===== src/rtl/uart_tx_arbiter.sv =====
// Round-robin owner of the shared UART transmitter: locks one requester for a whole
// packet, forwards one byte per transmitter cycle and flags a transmitter that never goes busy.
module uart_tx_arbiter #(
    parameter int unsigned BUSY_TIMEOUT = 16
) (
    input  logic        clk,
    input  logic        rst,
    input  logic [3:0]  req,
    input  logic [31:0] req_data,
    input  logic [3:0]  req_last,
    input  logic        clr_err,
    input  logic        tx_ready,
    output logic [3:0]  grant,
    output logic [3:0]  ack,
    output logic [7:0]  transmitter_data,
    output logic        transmitter_start,
    output logic        busy,
    output logic        timeout_err
);

    typedef enum logic [1:0] {
        ST_IDLE      = 2'd0,
        ST_GRANTED   = 2'd1,
        ST_WAIT_BUSY = 2'd2,
        ST_WAIT_DONE = 2'd3
    } state_t;

    localparam logic [15:0] CNT_MAX = 16'(BUSY_TIMEOUT - 1);

    state_t      state_q, state_d;
    logic [3:0]  grant_q, grant_d;
    logic [3:0]  ack_q, ack_d;
    logic [7:0]  data_q, data_d;
    logic        start_q, start_d;
    logic        err_q, err_d;
    logic        last_q, last_d;
    logic        busy_q, busy_d;
    logic [1:0]  ptr_q, ptr_d;
    logic [1:0]  owner_q, owner_d;
    logic [15:0] cnt_q, cnt_d;
    logic        found_s;
    logic [1:0]  pick_s;
    logic [1:0]  cand_s;

    // First requester after the pointer wins; the pointer itself is searched last.
    always_comb begin
        found_s = 1'b0;
        pick_s  = 2'd0;
        cand_s  = 2'd0;
        for (int k = 1; k <= 4; k++) begin
            cand_s = ptr_q + 2'(k);
            if (!found_s && req[cand_s]) begin
                found_s = 1'b1;
                pick_s  = cand_s;
            end else begin
                found_s = found_s;
            end
        end
    end

    // Next-state and next-output computation for the packet FSM and watchdog.
    always_comb begin
        state_d = state_q;
        grant_d = grant_q;
        ack_d   = 4'd0;
        data_d  = data_q;
        start_d = start_q;
        last_d  = last_q;
        ptr_d   = ptr_q;
        owner_d = owner_q;
        cnt_d   = cnt_q;
        if (clr_err) begin
            err_d = 1'b0;
        end else begin
            err_d = err_q;
        end
        case (state_q)
            ST_IDLE: begin
                if (tx_ready && found_s) begin
                    owner_d = pick_s;
                    grant_d = 4'b0001 << pick_s;
                    state_d = ST_GRANTED;
                end else begin
                    state_d = ST_IDLE;
                end
            end
            ST_GRANTED: begin
                // Owner may pause mid-packet; the grant is held regardless of other requests.
                if (req[owner_q] && tx_ready) begin
                    data_d  = req_data[{owner_q, 3'b000} +: 8];
                    start_d = 1'b1;
                    ack_d   = grant_q;
                    last_d  = req_last[owner_q];
                    cnt_d   = 16'd0;
                    state_d = ST_WAIT_BUSY;
                end else begin
                    state_d = ST_GRANTED;
                end
            end
            ST_WAIT_BUSY: begin
                if (!tx_ready) begin
                    start_d = 1'b0;
                    state_d = ST_WAIT_DONE;
                end else if (cnt_q == CNT_MAX) begin
                    start_d = 1'b0;
                    err_d   = 1'b1;
                    grant_d = 4'd0;
                    ptr_d   = owner_q;
                    state_d = ST_IDLE;
                end else begin
                    cnt_d   = cnt_q + 16'd1;
                    state_d = ST_WAIT_BUSY;
                end
            end
            ST_WAIT_DONE: begin
                if (tx_ready && last_q) begin
                    grant_d = 4'd0;
                    ptr_d   = owner_q;
                    state_d = ST_IDLE;
                end else if (tx_ready) begin
                    state_d = ST_GRANTED;
                end else begin
                    state_d = ST_WAIT_DONE;
                end
            end
            default: begin
                state_d = ST_IDLE;
                grant_d = 4'd0;
                start_d = 1'b0;
            end
        endcase
        busy_d = (state_d != ST_IDLE);
    end

    // State and output registers.
    always_ff @(posedge clk or posedge rst) begin
        if (rst) begin
            state_q <= ST_IDLE;
            grant_q <= 4'd0;
            ack_q   <= 4'd0;
            data_q  <= 8'h00;
            start_q <= 1'b0;
            err_q   <= 1'b0;
            last_q  <= 1'b0;
            busy_q  <= 1'b0;
            ptr_q   <= 2'd3;
            owner_q <= 2'd0;
            cnt_q   <= 16'd0;
        end else begin
            state_q <= state_d;
            grant_q <= grant_d;
            ack_q   <= ack_d;
            data_q  <= data_d;
            start_q <= start_d;
            err_q   <= err_d;
            last_q  <= last_d;
            busy_q  <= busy_d;
            ptr_q   <= ptr_d;
            owner_q <= owner_d;
            cnt_q   <= cnt_d;
        end
    end

    assign grant             = grant_q;
    assign ack               = ack_q;
    assign transmitter_data  = data_q;
    assign transmitter_start = start_q;
    assign busy              = busy_q;
    assign timeout_err       = err_q;

endmodule


===== config.mk =====
export PLATFORM = sky130hd
export DESIGN_NAME = uart_tx_arbiter
export DESIGN_NICKNAME = d
export VERILOG_FILES = /design/src/rtl/uart_tx_arbiter.sv
export SDC_FILE = /design/constraint.sdc
export NUM_CORES = 1
export LEC_CHECK = 0
export BUFFER_PORTS_ARGS = -buffer_cell sky130_fd_sc_hd__buf_2
export CAP_MARGIN = 20
export CELL_PAD_IN_SITES_DETAIL_PLACEMENT = 1
export CELL_PAD_IN_SITES_GLOBAL_PLACEMENT = 2
export CORE_MARGIN = 2
export CORE_UTILIZATION = 25
export DETAILED_ROUTE_END_ITERATION = 6
export PLACE_DENSITY_LB_ADDON = 0.1
export SLEW_MARGIN = 5
export SYNTH_ARGS = -nofsm -noshare
export SYNTH_HDL_FRONTEND = slang
export SYNTH_SLANG_ARGS = --single-unit

===== constraint.sdc =====
create_clock -name clk -period 4.8 [get_ports clk]
set_input_delay 0.24 -clock clk [delete_from_list [all_inputs] [get_ports clk]]
set_output_delay 0.24 -clock clk [all_outputs]
set_load 0.01 [all_outputs]

==> flow_metrics.py <==
metrics = {
    "clock_network": {
        "cts.sinks": 42,
        "cts.clk_slew.worst_paths_ns": 0.08,
        "clockRootBuffer": "clkbuf_8",
        "hold_buffers": 0,
        "htreeDepth": 2,
        "numCtsBuffers": 5,
        "postCtsSetupBuffers": 0,
        "cts_tree": "built",
        "clk-insertion-delay-late_ns": 0.30,
        "cts-resized-gates": 0,
        "cts.path.max_buffers": 2,
    },
    "critical_path": {
        "crit_arrival_ns": 2.67,
        "worst_setup_path_end_kind": "flip-flop",
        "worstSetupStartpointType": "flip-flop",
        "setup.worst_path.class": "reg -> reg",
        "path_max_fanout": 21,
        "required_ns": 4.99,
    },
    "timing": {
        "max_freq_ghz": 0.404,
        "fin_crit_sh_pct": 51.5,
        "final_max_slew_viol_count": 0,
        "tns_ns": 0,
        "relSlewSlack_pct": 38.5,
        "hold_ws_ns": 0.0715,
        "fin_worst_skew_ns": 0.00567,
        "finalHoldViolations": 0,
        "tightestPinTransition_ns": 0.920,
        "setup_viol": 0,
        "rsz0062_at_grt": "false",
        "min_period_ns": 2.47,
    },
    "cells_and_area": {
        "areaGrowthSynthToFinish_pct": 22.2,
        "final_design_area_no_fill_mm2": 0.00277,
        "n_antenna_cell": 0,
        "final_util_pct": 31.6,
        "layout-drive-gt1-share_pct": 30.3,
        "final_nets": 331,
    },
    "placement": {
        "place.port_buffers": 62,
        "dpl_cell_area_mm2": 0.00267,
        "gp_congestion": 0.771,
        "dp_hpwl_um": 4680,
    },
    "synth": {
        "synthTopCellsByCount": "41 x nand2_1, 40 x dfrtp_1, 13 x nor2_1, 11 x inv_1, 10 x mux4_2",
        "synth_cell_types": 42,
        "yosysWarningCount": 0,
        "synthArstFlopShare_pct": 100,
        "synth_edf_count": 0,
        "synth_top_area_share_pct": 44.2,
        "synthFlopType": "dfrtp_1",
        "syn_area_per_cell_um2": 10.0,
        "synth_top_cell_by_area": "dfrtp_1",
        "synth_area_leaders": "dfrtp_1 44%, mux4_2 10%, nand2_1 6.8%",
        "ys_ff_latch": 42,
        "synth_nets": 271,
        "netlist_instances": 226,
        "yosysMostFrequentCell": "nand2_1",
        "ys_seq_area_share_pct": 46.5,
        "netlist_area_mm2": 0.00226,
    },
    "global_routing": {
        "grt_pass1_vias": 2159,
        "overflow": 0,
        "grt_pass1_wl_um": 10700,
        "track_usage_pct": 13.5,
        "grt_max_degree": 43,
        "antenna_found_initial": 0,
    },
    "detailed_routing": {
        "wl_per_cell_um": 16.3,
        "drtIter0Drc": 37,
        "dr_total_vias": 1984,
        "ant_nets": 0,
        "vias_per_cell": 5.02,
        "drc_errors": 0,
        "dr.pass1.iters": 4,
        "wl_um": 6430,
    },
    "power": {
        "powerDensity_mw_per_mm2": 451,
        "power_leakage_nw": 1.25,
        "power.total_w": 0.00125,
        "power.share.sequential_pct": 44.9,
        "power.internal_w": 0.000784,
        "swShare_pct": 37.1,
        "ir_drop_v": 0.000210,
        "pwr-share-comb_pct": 35.6,
        "p_switching_w": 0.000462,
        "power_frac_clock_pct": 19.5,
    },
    "die": {
        "die_h_um": 99.2,
        "start_util_pct": 25.8,
        "ios": 63,
        "core_mm2": 0.00876,
        "die_w_um": 99.2,
        "rows": 34,
        "die_area_mm2": 0.00983,
    },
    "status": {
        "status": "complete, no violations",
    },
    "job": {
        "maxCapViolCount": 0,
    },
    "worst_hold_path": {
        "hp-class": "in -> async",
    },
}
routing by layer:
metal | global-route usage (%) | vias to the layer above | share of wire [%]
met5 | 0 | - | 0
li1 | - | 949 | -
met2 | 23.8 | 27 | 53
met4 | 4.11 | 0 | 1.3
met1 | 17.0 | 1002 | 43
met3 | 2.39 | 6 | 2.4
stage by stage:
step	setup slack [ns]	std cells
global route	2.04	395
CTS	2.23	395
global placement	2.36	387
finish	2.33	395
detailed placement	2.24	387
floorplan	2.96	226
path summary, 6_finish.rpt:
path / startpoint / end / slack (ns) / cells after the start
min in group clk: clr_err / timeout_err$_DFF_PP0_ / 0.11 / 2
worst min-delay path: rst / ack[3]$_DFF_PP0_ / 0.07 / 3
worst min register to register: transmitter_data[1]$_DFFE_PP0P_ / transmitter_data[1]$_DFFE_PP0P_ / 0.47 / 2
worst max-delay path: owner_q[1]$_DFFE_PP0P_ / cnt_q[2]$_DFFE_PP0P_ / 2.33 / 4
max in group asynchronous: rst / ptr_q[1]$_DFFE_PP1P_ / 4.34 / 3
worst max register to register: owner_q[1]$_DFFE_PP0P_ / cnt_q[2]$_DFFE_PP0P_ / 2.33 / 4
layout make-up:
cell class | instances | area, µm²
fillers | 1046 | 6000
well taps | 108 | 135
multi-input cells | 163 | 1130
flip-flops and latches | 42 | 1050
clock inverters | 1 | 5.00
clock buffers | 7 | 86.3
repair buffers | 63 | 318
inverters | 11 | 41.3
registers in the layout, indices dropped and copies added (netlist names), 2 cells and up:
| signal | flops |
|---|---|
| cnt_q | 16 |
| transmitter_data | 8 |
| ack | 4 |
| grant | 4 |
| owner_q | 2 |
| ptr_q | 2 |
| state_q | 2 |
cell families after synthesis:
family	share of synthesized area, %
buffers and inverters	3.70
xor gates and xnor gates	1.93
adders and majority gates	0.553
DFF	46.5
and+or+nand+nor	25.2
AOI/OAI and AO/OA	9.84
muxes	12.3
power by group through the flow:
stage / logic (W) / registers [W] / clock network (W)
2_1_floorplan: 0.000315 / 0.000543 / 0
6_report: 0.000443 / 0.000560 / 0.000243
5_1_grt: 0.000499 / 0.000581 / 0.000270
3_3_place_gp: 0.000447 / 0.000572 / 0
3_5_place_dp: 0.000453 / 0.000573 / 0
4_1_cts: 0.000455 / 0.000567 / 0.000260
cell usage in the layout, fill, tap and decap left out, types with 2 or more instances in the layout:
cell type / instances
o21ai_0: 3
or4_1: 6
nand4_1: 5
mux4_2: 10
a21oi_1: 8
xnor2_1: 5
inv_1: 10
and4_1: 2
nor2_1: 13
nand2_1: 41
o311ai_0: 2
nand3b_1: 2
clkbuf_8: 6
nand4b_1: 2
o31ai_1: 6
nor3_1: 4
or2_2: 2
nand3_1: 9
o221ai_1: 5
dfstp_2: 2
mux2i_1: 3
buf_2: 62
or2_1: 2
nor4_1: 7
dfrtp_1: 40
o211ai_1: 2
mux2_2: 2
nand2b_1: 8
critical path, stage by stage, from the launching register on:
cell	delay [ns]
dfrtp_1	0.66
mux4_2	0.59
nand3_1	0.71
o311ai_0	0.28
o31ai_1	0.13
Note: power is estimated with default switching activity, not from simulation.
